$ cat src/rtl/alu_serial_pkg.sv
// Shared types and constants for the ALU serial transmitter.
// Frame lengths cover both builds (with and without the STOP bit).
package alu_serial_pkg;

    localparam int DATA_W         = 4;
    localparam int FRAME_LEN      = 6;
    localparam int FRAME_LEN_STOP = 7;

    typedef enum logic [2:0] {
        ST_IDLE   = 3'd0,
        ST_START  = 3'd1,
        ST_DATA   = 3'd2,
        ST_PARITY = 3'd3,
        ST_STOP   = 3'd4
    } tx_state_e;

endpackage

$ cat src/rtl/parity_xnor4.sv
// Balanced XOR tree over the 4-bit word; ODD=1 inverts the root.
// The result is the parity bit that makes the frame's total count of 1s odd.
module parity_xnor4
    import alu_serial_pkg::*;
#(
    parameter bit ODD = 1'b1
) (
    input  logic [DATA_W-1:0] data_i,
    output logic              parity_o
);

    logic x01;
    logic x23;
    logic x_all;

    assign x01      = data_i[0] ^ data_i[1];
    assign x23      = data_i[2] ^ data_i[3];
    assign x_all    = x01 ^ x23;
    assign parity_o = ODD ? ~x_all : x_all;

endmodule

$ cat src/rtl/alu_serial_tx.sv
// Serialises 4-bit ALU words as start, 4 data bits LSB first, and parity.
// Defining ALU_SERIAL_TX_STOP_EN appends a one-cycle stop bit (SDO=1).
module alu_serial_tx
    import alu_serial_pkg::*;
#(
    parameter bit PARITY_ODD = 1'b1
) (
    input  logic              CLK,
    input  logic              RST,
    input  logic [DATA_W-1:0] DIN,
    input  logic              DIN_VALID,
    output logic              DIN_READY,
    output logic              SDO,
    output logic              SFRAME,
    output logic              DONE
);

    // Handshake: a word moves on a rising edge where DIN_VALID and DIN_READY
    // are both high; DIN is captured on that edge and never sampled again.

    tx_state_e         state_q, state_d;
    logic [1:0]        cnt_q, cnt_d;
    logic [DATA_W-1:0] word_q, word_d;
    logic              sdo_q, sdo_d;
    logic              sframe_q, sframe_d;
    logic              done_q, done_d;
    logic              ready_q, ready_d;
    logic              xfer;
    logic              parity_bit;

    parity_xnor4 #(
        .ODD (PARITY_ODD)
    ) u_parity (
        .data_i   (word_q),
        .parity_o (parity_bit)
    );

    assign xfer = DIN_VALID && ready_q;

    always_comb begin
        state_d = state_q;
        cnt_d   = cnt_q;
        word_d  = word_q;

        case (state_q)
            ST_IDLE: begin
                if (xfer) begin
                    state_d = ST_START;
                    word_d  = DIN;
                end
            end
            ST_START: begin
                state_d = ST_DATA;
                cnt_d   = 2'd0;
            end
            ST_DATA: begin
                cnt_d = cnt_q + 2'd1;
                if (cnt_q == 2'd3) begin
                    state_d = ST_PARITY;
                end
            end
            ST_PARITY: begin
`ifdef ALU_SERIAL_TX_STOP_EN
                state_d = ST_STOP;
`else
                if (xfer) begin
                    state_d = ST_START;
                    word_d  = DIN;
                end else begin
                    state_d = ST_IDLE;
                end
`endif
            end
`ifdef ALU_SERIAL_TX_STOP_EN
            ST_STOP: begin
                if (xfer) begin
                    state_d = ST_START;
                    word_d  = DIN;
                end else begin
                    state_d = ST_IDLE;
                end
            end
`endif
            default: begin
                state_d = ST_IDLE;
            end
        endcase

        if (RST) begin
            state_d = ST_IDLE;
            cnt_d   = 2'd0;
            word_d  = '0;
        end
    end

    // Outputs are decoded from the next state so they can be registered
    // while still lining up with the state they describe.
    always_comb begin
        sdo_d    = 1'b1;
        sframe_d = 1'b0;
        done_d   = 1'b0;
        ready_d  = 1'b0;

        case (state_d)
            ST_IDLE: begin
                ready_d = 1'b1;
            end
            ST_START: begin
                sdo_d    = 1'b0;
                sframe_d = 1'b1;
            end
            ST_DATA: begin
                sdo_d    = word_d[cnt_d];
                sframe_d = 1'b1;
            end
            ST_PARITY: begin
                sdo_d    = parity_bit;
                sframe_d = 1'b1;
`ifndef ALU_SERIAL_TX_STOP_EN
                done_d   = 1'b1;
                ready_d  = 1'b1;
`endif
            end
`ifdef ALU_SERIAL_TX_STOP_EN
            ST_STOP: begin
                sdo_d    = 1'b1;
                sframe_d = 1'b1;
                done_d   = 1'b1;
                ready_d  = 1'b1;
            end
`endif
            default: begin
                sdo_d = 1'b1;
            end
        endcase

        if (RST) begin
            ready_d = 1'b0;
        end
    end

    always_ff @(posedge CLK) begin
        state_q  <= state_d;
        cnt_q    <= cnt_d;
        word_q   <= word_d;
        sdo_q    <= sdo_d;
        sframe_q <= sframe_d;
        done_q   <= done_d;
        ready_q  <= ready_d;
    end

    assign DIN_READY = ready_q;
    assign SDO       = sdo_q;
    assign SFRAME    = sframe_q;
    assign DONE      = done_q;

endmodule

$ cat config.mk
export PLATFORM = sky130hd
export DESIGN_NAME = alu_serial_tx
export DESIGN_NICKNAME = d
export VERILOG_FILES = /design/src/rtl/alu_serial_pkg.sv /design/src/rtl/parity_xnor4.sv /design/src/rtl/alu_serial_tx.sv
export SDC_FILE = /design/constraint.sdc
export NUM_CORES = 1
export LEC_CHECK = 0
export ABC_AREA = 1
export ABC_CLOCK_PERIOD_IN_PS = 1380
export CAP_MARGIN = 15
export CELL_PAD_IN_SITES_DETAIL_PLACEMENT = 2
export CELL_PAD_IN_SITES_GLOBAL_PLACEMENT = 2
export CORE_MARGIN = 2
export CORE_UTILIZATION = 28
export DETAILED_ROUTE_END_ITERATION = 10
export HOLD_SLACK_MARGIN = 0.12
export PLACE_DENSITY_LB_ADDON = 0.1
export SLEW_MARGIN = 20
export SYNTH_ARGS = -nofsm -noshare
export SYNTH_HDL_FRONTEND = slang
export SYNTH_SLANG_ARGS = --single-unit
$ cat constraint.sdc
create_clock -name CLK -period 1.38 [get_ports CLK]
set_input_delay 0.414 -clock CLK [delete_from_list [all_inputs] [get_ports CLK]]
set_output_delay 0.414 -clock CLK [all_outputs]
set_load 0.02 [all_outputs]
==> run_results.csv, run 1 <==
group,metric,value,unit
worst_setup_path,arrival,0.92,ns
timing,slew_violations,0,
worst_setup_path,crit_path_start_kind,"flip-flop",
synth,synth-edff-count,0,
worst_setup_path,path_max_fanout,1,
synth,synth_warnings,0,
clocking,cts_tree,"done",
worst_setup_path,critPathBufInv,1,
synth,synthFlopType,"dfxtp_1",
timing,setup_viol,0,
layout,nets,144,
drt,post_drt_wl_per_cell,14.4,µm
synth,synthTopCellsByCount,"27 x nand2_1, 19 x inv_1, 16 x nand3_1",
place,dpl.hpwl,1.81,mm
die,initial_core_util,0.297,
global_route,antenna_found_initial,0,
clocking,cts_sinks,13,
run,maxCapViolations,0,
worst_setup_path,cp.required,0.97,ns
worst_setup_path,path_cells,"dlygate4sd2_1",
worst_setup_path,critical_path.max_stage_delay,0.33,ns
drt,drcViolationCount,0,
synth,synth_top_area_share,0.353,
pwr,p_total,0.861,mW
worst_setup_path,timing_worst_setup_path_type,"flip-flop to primary output",
layout,regArea,268,µm²
drt,vias,742,
clocking,clkTransAtPathRegs,0.09,ns
drt,finalWirelength,2.37,mm
synth,ys_types,19,
die,ios,11,
worst_setup_path,path_delay_family,"buffers and inverters",
drt,antenna_left,0,
synth,yosysMostFrequentCell,"nand2_1",
timing,fmax,0.747,GHz
global_route,grt_use_total,0.164,
status,outcome,"finished, final reports clean",
clocking,cts_made_buffers,3,
clocking,root_buffer,"clkbuf_4",
synth,netlist_instances,107,
die,die_area,0.00306,mm²
die,rows,18,
synth,ys_ff_latch,13,
pwr,power_density,790,mW/mm²
min_path,hold_class,"flip-flop to flip-flop",
layout,multi_input_area,468,µm²
global_route,grt_overflow_total,0,
synth,syn-cell-area,737,µm²
worst_setup_path,ff2ff_path_depth,9,
drt,dr.pass1.iters,2,
layout,fillers,312,
layout,stdcell_area,0.00109,mm²
min_path,hold_depth,4,
timing,finalHoldViolations,0,
worst_setup_path,path_depth,1,
layout,num_antenna_cells,0,
clocking,clock_latency,0.28,ns
worst_setup_path,endpoint_kind,"primary output",
die,die_w,55.3,µm
global_route,grt_pass1_wl,3.95,mm
die,core_area,0.00248,mm²
pwr,worst_ir_drop_vdd,0.487,mV
timing,fin_crit_sh,0.970,
layout,area_growth,48.0,%
drt,vias_per_cell,4.50,
synth,synth-seq-area-share,0.353,
clocking,h-tree-depth,1,
place,io_buffer_count,10,
timing,rsz0062_at_grt,"true",
synth,synthArstFlopShare,0,
clocking,hold_buffers,0,
worst_setup_path,cp_slowest_cell,"dlygate4sd2_1",
global_route,grt_pass1_vias,868,
timing,clock_skew,0.00665,ns
die,die-height,55.3,µm
clocking,clk_path_buf_depth,2,
drt,first_iter_violations,6,
synth,yosysTopAreaCell,"dfxtp_1",
timing,min_period,1.34,ns
place,dpl_cell_area,972,µm²
synth,synth_area_leaders,"dfxtp_1 35%, nand2_1 14%, nand3_1 11%, inv_1 9.7%, nand2_2 7.6%",
layout,drive_gt1_frac,0.437,
place,routabilityCongestion,0.731,
pwr,leakage,0.581,nW
synth,avgSynthCellArea,6.89,µm²
global_route,grt_max_degree,9,
synth,synth.net_count,115,
-- registers in the layout, summed over array words and instances, names as in the netlist --
register / cells
SDO: 1
word_q: 4
DONE: 1
SFRAME: 1
DIN_READY: 1
cnt_q: 2
state_q: 3
-- final timing paths --
check	slack (ns)	start	to
hold reg to reg	0.60	cnt_q[1]	cnt_q[1]
setup reg to reg	0.06	state_q[1]	SFRAME
setup / recovery	0.04	SDO	SDO
hold / removal	0.60	cnt_q[1]	cnt_q[1]
-- cell usage in the layout, fill, tap and decap left out, types with 2 or more instances in the layout --
| cell type | synthesis | final |
|---|---|---|
| buf_4 | 0 | 14 |
| clkbuf_4 | 0 | 3 |
| clkdlybuf4s15_1 | 0 | 2 |
| clkdlybuf4s50_1 | 0 | 4 |
| dfxtp_1 | 13 | 11 |
| dfxtp_4 | 0 | 2 |
| dlygate4sd2_1 | 0 | 3 |
| inv_1 | 19 | 17 |
| inv_2 | 6 | 8 |
| nand2_1 | 27 | 21 |
| nand2_2 | 9 | 10 |
| nand2_4 | 2 | 7 |
| nand3_1 | 16 | 11 |
| nand3_2 | 2 | 6 |
| nor2_4 | 2 | 4 |
| xnor2_1 | 2 | 2 |
-- area by class of cell --
cell class	count	share of cell area
clock buffer	3	0.0206
timing repair buffer	24	0.180
inverter	25	0.0860
clock inverter	1	0.00459
multi-input combinational	69	0.429
tap	30	0.0344
sequential	13	0.245
-- per-stage QoR --
stage               hold WS (ns)  TNS, ns  setup WS [ns]  cells  utilization
finish                     0.597        0         0.0417    165        0.440
global route               0.612  -0.0614        -0.0552    165        0.440
CTS                        0.601        0         0.0146    164        0.406
detailed placement         0.585    -2.79         -0.482    160        0.392
global placement           0.570    -2.37         -0.375    160        0.392
floorplan                  0.510        0          0.144    107            -
-- layer usage --
metal  part of all wire  global-route usage
met2               0.52               0.294
met3              0.032              0.0422
met1               0.44               0.192
met5                  0                   0
met4             0.0097              0.0418
-- kinds of logic (layout without fill, tap and decap cells) --
| group | after synthesis | in the layout | share of synthesized area |
|---|---|---|---|
| and+or+nand+nor | 60 | 60 | 0.424 |
| buffers and inverters | 25 | 53 | 0.127 |
| DFF | 13 | 13 | 0.353 |
| AOI/OAI and AO/OA | 4 | 4 | 0.0373 |
| xor gates and xnor gates | 3 | 3 | 0.0357 |
| adders and majority gates | 1 | 1 | 0.0170 |
| other | 1 | 1 | 0.00509 |
-- where the power goes --
part           switching (mW)  total [mW]  leakage, nW  internal (mW)
sequential             0.0126       0.403        0.108          0.390
clock                   0.142       0.250       0.0177          0.108
combinational           0.116       0.209        0.455         0.0923
-- timing repair --
action,4_1_cts,5_1_grt
setup endpoints to repair,7,4
gates cloned,0,0
setup buffers,0,1
pin swaps,1,10
gates resized for setup,12,24
Note: power is estimated with default switching activity, not from simulation.
==> run 2, diff against run 1 <==
CORE_UTILIZATION = 30   (was 28)
DONT_BUFFER_PORTS = 1   (was not set)
==> run 2 against run 1 <==
  * Sequential power grew 1%
  * Cell count shrank 13%
  * First-iteration DRC count shrank 17%
  * Total power shrank 8.7%
  * Final area shrank 20%
  * Hold slack lost 0.37 ns
  * Critical path depth grew 1
  * Die area shrank 6.2%
  * Non-clock buffer count shrank 20
  * Register-to-register slack gained 0.05 ns
  * Wire length shrank 21%
==> run_results.csv, run 2 (synthesis gave the netlist of run 1 again) <==
group,metric,value,unit
status,outcome,"finished, final reports clean",
layout,stdcell_area,877,µm²
worst_setup_path,critical_path.max_stage_delay,0.36,ns
pwr,leakage,0.479,nW
layout,regArea,272,µm²
timing,fmax,0.753,GHz
die,initial_core_util,0.324,
timing,setup_tns,0,ns
global_route,grt_pass1_vias,703,
global_route,antenna_found_initial,0,
worst_setup_path,path_max_fanout,4,
die,die-height,53.6,µm
die,rows,17,
timing,fin_crit_sh,0.962,
clocking,h-tree-depth,1,
die,ios,11,
place,routabilityCongestion,0.700,
clocking,cts_tree,"done",
place,dpl.hpwl,1.60,mm
min_path,hold_class,"primary input to flip-flop",
pwr,combPwrFrac,0.186,
layout,largest_reg_flops,4,
place,io_buffer_count,0,
layout,largest_registers,"word_q (4), state_q (3), cnt_q (2)",
clocking,hold_buffers,0,
pwr,netSwitchingFraction,0.288,
run,maxCapViolations,0,
die,core_area,0.00228,mm²
timing,clock_skew,0.00327,ns
layout,layout_common_cells,"27 x nand2_1, 19 x inv_1, 13 x nand3_1",
clocking,clock_latency,0.28,ns
place,dpl_cell_area,795,µm²
clocking,cts_made_buffers,3,
global_route,grt_use_total,0.164,
global_route,grt_overflow_total,0,
pwr,p_clk_frac,0.296,
clocking,cts_sinks,13,
layout,fillers,278,
worst_setup_path,endpoint_kind,"primary output",
layout,num_antenna_cells,0,
worst_setup_path,path_delay_family,"flip-flops",
drt,post_drt_wl_per_cell,13.2,µm
pwr,worst_ir_drop_vdd,0.566,mV
timing,rsz0062_at_grt,"false",
timing,slew_violations,0,
drt,drcViolationCount,0,
timing,hold_ws,0.223,ns
layout,drive_gt1_frac,0.330,
pwr,p_total,0.787,mW
drt,finalWirelength,1.88,mm
global_route,grt_pass1_wl,3.28,mm
layout,fin_util,0.385,
drt,dr.pass1.iters,4,
layout,nets,124,
worst_setup_path,cp.required,0.97,ns
pwr,internal_power,0.560,mW
pwr,power_density,897,mW/mm²
layout,layout_commonest_cell,"nand2_1",
timing,finalHoldViolations,0,
worst_setup_path,arrival,0.91,ns
pwr,p_sw,0.227,mW
die,die_w,53.6,µm
clocking,root_buffer,"clkbuf_4",
clocking,clkTransAtPathRegs,0.08,ns
drt,vias_per_cell,4.58,
worst_setup_path,crit_path_start_kind,"flip-flop",
drt,first_iter_violations,5,
timing,setup_viol,0,
worst_setup_path,cp_slowest_cell,"dfxtp_4",
worst_setup_path,cpMostUsedCell,"buf_4",
global_route,grt_max_degree,8,
timing,min_period,1.33,ns
drt,antenna_left,0,
die,die_area,0.00287,mm²
drt,vias,655,
layout,regMostFlops,"word_q",
layout,area_growth,19.0,%
worst_setup_path,critPathBufInv,2,
worst_setup_path,path_cells,"buf_4 -> buf_4",
clocking,clk_path_buf_depth,2,
layout,multi_input_area,418,µm²
pwr,seq_power_share,0.518,
worst_setup_path,timing_worst_setup_path_type,"flip-flop to primary output",
==> run 2: changes by cell type in the layout (fill, tap and decap cells not counted), sizes merged <==
cell           before  now
clkinv              1    0
clkdlybuf4s50       4    0
clkdlybuf4s15       2    0
buf                14    4
dlygate4sd2         3    0
==> run 2: cell type report <==
cell class                      instances  area share
Clock buffer                            4      0.0300
Multi-Input combinational cell         69       0.476
Sequential cell                        13       0.310
Inverter                               25       0.110
Tap cell                               28      0.0399
Timing Repair Buffer                    4      0.0342
==> run 2: routing by layer <==
metal	wire length [µm]	vias to the layer above	GRT usage
met5	0	-	0
met4	28	0	0.0769
met3	73	4	0.0417
met2	838	13	0.265
met1	943	300	0.204
li1	-	338	-
==> run 2: worst paths after layout <==
path	start	to	slack, ns	cells after the start
min	RST	DIN_READY	0.22	1
min reg2reg	cnt_q[1]	cnt_q[1]	0.61	4
max	DIN_READY	DIN_READY	0.05	2
max reg2reg	state_q[0]	SDO	0.11	10
==> run 2: worst register-to-register path, delay by kind of cell (launching register included) <==
| family | cells | cell delay [ns] |
|---|---|---|
| buffers and inverters | 1 | 0.05 |
| AND/OR/NAND/NOR | 8 | 0.70 |
| AO/OA/AOI/OAI | 1 | 0.06 |
| flip-flops | 1 | 0.37 |
==> run 2: metrics by stage <==
stage / setup WS [ns] / cells
after floorplan: 0.144 / 107
after global placement: 0.0827 / 138
after detailed placement: 0.0121 / 138
after CTS: 0.0177 / 142
after global routing: 0.00824 / 143
final: 0.0523 / 143
==> run 2: repair_timing <==
action | in CTS | in global routing
gates resized for setup | 2 | 12
pin swaps | 0 | 2
setup endpoints to repair | 2 | 3
buffers inserted | 0 | 1
==> run 2: power groups by stage <==
stage                     clock, mW  sequential (mW)  combinational [mW]
after global routing          0.267            0.410               0.167
final                         0.233            0.408               0.146
after floorplan                   0            0.419              0.0994
after CTS                     0.249            0.412               0.137
after global placement            0            0.418               0.132
after detailed placement          0            0.420               0.136
==> RTL change 1: new RTL, config.mk and constraints of run 1 <==
Add a define of `ALU_SERIAL_TX_STOP_EN`.
--- a/src/rtl/alu_serial_tx.sv
+++ b/src/rtl/alu_serial_tx.sv
@@ -1,4 +1,6 @@
 // Serialises 4-bit ALU words as start, 4 data bits LSB first, and parity.
 // Defining ALU_SERIAL_TX_STOP_EN appends a one-cycle stop bit (SDO=1).
+`define ALU_SERIAL_TX_STOP_EN
+
 module alu_serial_tx
     import alu_serial_pkg::*;
Function: changed (a bounded check fails within 10 cycles, from zero or initial values and one cycle with RST high).
==> RTL change 1 against run 1 <==
Area after synthesis is 7.5% lower. Design area down 19%. First-iteration DRC count decreased by 67%. Sequential cell count is the same. Power increased by 0.93%. Register-to-register slack gained 0.05 ns. Via count shrank 20%. Setup slack improved by 0.019 ns. Hold slack lost 0.14 ns. Wire length fell by 25%. Cell count down 20%.
==> RTL change 1: results (changes against run 1) <==
outcome:
  status: "completed"
critical_path:
  rr_endpoint: "SDO$_DFF_P_"
  cp_slowest_cell: "dfxtp_1"
  arrival_ns: 0.90  # -0.02 ns
  r2r_setup_slack_ns: 0.11  # +0.05 ns
  reg2reg_depth: 8  # -1
  critPathMaxFanout: 1  # unchanged
  slowest_delay_ns: 0.33  # about the same
  r2r-start: "state_q[1]$_DFF_P_"
  worst_path_dominant_cell_family: "flip-flops"
global_route:
  antenna_found_initial: 0  # unchanged
  grt_pass1_wl_mm: 2.973  # -25%
  grt_usage: 0.1543  # -0.009482
  grt_pass1_vias: 626  # -28%
  grt_max_degree: 11  # +2
timing:
  holdWs_ns: 0.4580  # -0.1390 ns
  clock_skew_ns: 0.001402  # -0.005251 ns
  period_needed_ns: 1.319  # -0.01940 ns
  tightest_slew_ns: 0.3173
synthesis:
  synth_common_cells: "nand2_1 (15), dfxtp_1 (13), nor2_1 (9)"
  postSynthCellCount: 87  # -19%
  syn_nets: 95  # -17%
  synth_xor_area_frac: 0.03853  # +0.002878
  synthMuxAreaShare: 0  # unchanged
  yosysSeqAreaShare: 0.3817  # +0.02851
  synth.area.top_cells: "dfxtp_1 (38%), nand2_1 (8.3%), nor2_4 (6.6%)"
  yosys.cell_types.count: 22  # +3
  synthesis.yosys.warnings: 0  # unchanged
  synth_fa_ha_area_frac: 0.01835  # +0.001371
  synth-async-reset-ratio: 0  # unchanged
  synth_compound_gate_area_share: 0.03486  # -0.002489
detailed_routing:
  drt_iter0_markers: 2  # -4
  dr.pass1.iters: 4  # +2
  routed_via_density: 4.477  # -0.44%
  wl_per_cell_um: 13.45  # -6.4%
  wl_mm: 1.775  # -25%
cells_and_area:
  reg.largest.list: "word_q x4, state_q x3, cnt_q x2"
  fin_nets: 113  # -22%
  drive_gt1_frac: 0.3558  # -0.08127
clocking:
  clockRootBuffer: "clkbuf_4"
  cts_buffers: 3  # unchanged
  clk_path_buf_depth: 2  # unchanged
  worstSkewPairLatency_ns: 0.28  # about the same
  htree_levels: 1  # unchanged
power_and_ir_drop:
  ir_worst_vdd_v: 0.0005370  # +10%
  leakagePower_uw: 0.0004032  # -31%
placement:
  hpwl_mm: 1.417  # -22%
  place_area_um2: 832.0  # -14%
  routabilityCongestion: 0.6495  # -11%
  pre_cts_ws_ns: -0.3767  # +0.1054 ns
  dp_cells: 127  # -21%
hold_path:
  hp-class: "input pin to flop"
  hold_depth: 3  # -1
  min-delay-start: "RST"
  hold_end: "state_q[0]$_DFF_P_"
RTL change 1: cell types whose count changed in the layout (fill, tap and decap cells not counted), sizes merged, moves of 3 or more:
| cell | before | now |
|---|---|---|
| buf | 14 | 3 |
| inv | 25 | 12 |
| nand2 | 38 | 20 |
| nand3 | 18 | 8 |
| nand3b | 0 | 3 |
| nor2 | 4 | 18 |
| nor3 | 0 | 3 |
RTL change 1: layer usage:
layer  track usage  wire length (µm)  up-vias
li1              -                 -      303
met1        0.1749               763      277
met2        0.2613               932        9
met3       0.04237                53        2
met4       0.07692                27        0
met5             0                 0        -
RTL change 1: worst max path at each step:
stage | to | from | depth (start not counted)
5_1_grt | SDO$_DFF_P_ | state_q[0]$_DFF_P_ | 7
2_1_floorplan | SDO$_DFF_P_ | DIN_READY$_SDFF_PP0_ | 9
3_5_place_dp | SDO$_DFF_P_ | DIN_VALID | 8
4_1_cts | SDO | SDO$_DFF_P_ | 1
3_3_place_gp | SDO$_DFF_P_ | DIN_VALID | 8
6_report | SDO | SDO$_DFF_P_ | 1
RTL change 1: where the power goes:
part | switching, µW | total [µW] | internal, µW
Sequential | 18.2 | 420 | 401
Clock | 130 | 242 | 112
Combinational | 118 | 208 | 90.0
RTL change 1: area by class of cell:
type                       instances  area, µm²
clock buffer                       4      26.28
timing repair buffer              13      117.6
tap                               28      35.03
inverter                          13      62.56
sequential                        13      262.8
fill                             267       1373
multi-input combinational         61      377.9
RTL change 1: timing repair:
action / 4_1_cts / 5_1_grt
resized for setup: 10 / 9
setup endpoints to repair: 5 / 6
pin swaps: 4 / 0
hold buffers: 0 / 0
cloned: 0 / 0
buffers inserted: 1 / 0
==> RTL change 2: new RTL, flow settings as in run 1 <==
Made on the original files. Encoding of `tx_state_e`: now one-hot (5 bits for 5 states).
--- a/src/rtl/alu_serial_pkg.sv
+++ b/src/rtl/alu_serial_pkg.sv
@@ -7,10 +7,10 @@
     localparam int FRAME_LEN_STOP = 7;
 
-    typedef enum logic [2:0] {
-        ST_IDLE   = 3'd0,
-        ST_START  = 3'd1,
-        ST_DATA   = 3'd2,
-        ST_PARITY = 3'd3,
-        ST_STOP   = 3'd4
+    typedef enum logic [4:0] {
+        ST_IDLE   = 5'b00001,
+        ST_START  = 5'b00010,
+        ST_DATA   = 5'b00100,
+        ST_PARITY = 5'b01000,
+        ST_STOP   = 5'b10000
     } tx_state_e;
 
Check against the original RTL: same outputs for any inputs over 10 cycles, from zero or initial values and one cycle with RST high; not proved beyond that.
==> RTL change 2 against run 1 <==
Wire length up 2.3%. Cell count fell by 2.4%. Design area is 4.8% higher. Utilization up 1.3 points. Area after synthesis is 2.0% higher. Sequential cell count rose by 2. Hold slack got worse by 0.020 ns. Critical path depth rose by 6. Power increased by 4.4%. Via count grew 4.3%. The flow now finishes with violations (setup timing). Highest routed layer unchanged. Critical path type is now flop to flop. Setup slack lost 0.044 ns.
==> RTL change 2: results (changes against run 1) <==
synthesis:
  synth_common_cells: "nand2_1 (22), inv_1 (19), dfxtp_1 (15)"
  synth.area.top_cells: "dfxtp_1 (40%), nand2_1 (11%), inv_1 (9.5%)"
  yosys.cell_types.count: 21  # +2
  syn_nets: 107  # -7.0%
placement:
  pre_cts_ws_ns: -0.4820  # +0.0001160 ns
  routabilityCongestion: 0.7025  # -3.9%
outcome:
  failed_checks: "setup timing"
  status: "finished with violations"
critical_path:
  arrival_ns: 1.61  # +0.69 ns
  cp_slowest_cell: "dfxtp_2"
  rr_endpoint: "DIN_READY$_SDFF_PP0_"
  reg2reg_depth: 7  # -2
  slowest_delay_ns: 0.35  # +0.02 ns
  critPathMaxFanout: 4  # +3
global_route:
  grt_usage: 0.1570  # -0.006729
  grt_pass1_vias: 903  # +4.0%
  grt_pass1_wl_mm: 3.864  # -2.1%
power_and_ir_drop:
  p_sw_uw: 259.7  # -4.2%
  clock_power_share: 0.298  # +0.008
  leakagePower_uw: 0.0005648  # -2.8%
  pwr-share-seq: 0.512  # +0.044
cells_and_area:
  fin_nets: 140  # -2.8%
  drive_gt1_frac: 0.3893  # -0.04772
hold_path:
  hold_end: "cnt_q[0]$_DFF_P_"
detailed_routing:
  routed_via_density: 4.807  # +6.9%
  wl_mm: 2.425  # +2.3%
  drt_iter0_markers: 10  # +4
timing:
  holdWs_ns: 0.5767  # -0.02030 ns
  setup_viol_count_final: 3  # +3
  fin_ws_ns: -0.002151  # -0.04382 ns
  finalSetupTns_ns: -0.003734  # -0.003734 ns
[RTL change 2: cell types whose count changed in the layout (fill, tap and decap cells not counted), moves of 3 or more]
cell | before | now
dfxtp_2 | 0 | 3
nand2_4 | 7 | 2
buf_4 | 14 | 17
inv_2 | 8 | 2
nand3_2 | 6 | 0
nand2_2 | 10 | 2
nor2_2 | 0 | 3
nand3_4 | 1 | 4
[RTL change 2: final cells by class]
| cell class | count | share of cell area |
|---|---|---|
| Clock buffer | 4 | 0.02298 |
| Inverter | 19 | 0.06783 |
| Multi-Input combinational cell | 66 | 0.4092 |
| Sequential cell | 15 | 0.2724 |
| Tap cell | 30 | 0.03282 |
| Timing Repair Buffer | 27 | 0.1947 |
[RTL change 2: metal layers]
layer | global-route usage | routed length, µm | vias up
li1 | - | - | 375
met1 | 0.1681 | 988 | 382
met2 | 0.3027 | 1316 | 11
met3 | 0.03721 | 68 | 6
met4 | 0.04422 | 51 | 0
met5 | 0 | 0 | -
[RTL change 2: through the flow]
step / util / std cells / area, µm²
after global routing: 0.4534 / 161 / 1144
after floorplan: - / 99 / 752.0
final: 0.4534 / 161 / 1144
after CTS: 0.4147 / 159 / 1046
after global placement: 0.3973 / 154 / 1002
after detailed placement: 0.3973 / 154 / 1002
[RTL change 2: cell families (layout without fill, tap and decap cells)]
kind of cell	after synthesis	count (layout)	synth area share
buf+inv	19	50	0.09484
flops	15	15	0.3993
xor+xnor	3	3	0.03495
compound gates	7	7	0.06656
other cells	1	1	0.004987
fa+ha+maj	1	1	0.01664
simple gates	53	54	0.3827
[RTL change 2: what timing repair did]
action                                  CTS  global route
pin swaps                                 0             2
gates cloned                              0             1
endpoints found under the setup margin    8             8
setup buffers                             1             1
gates resized for setup                  15            28
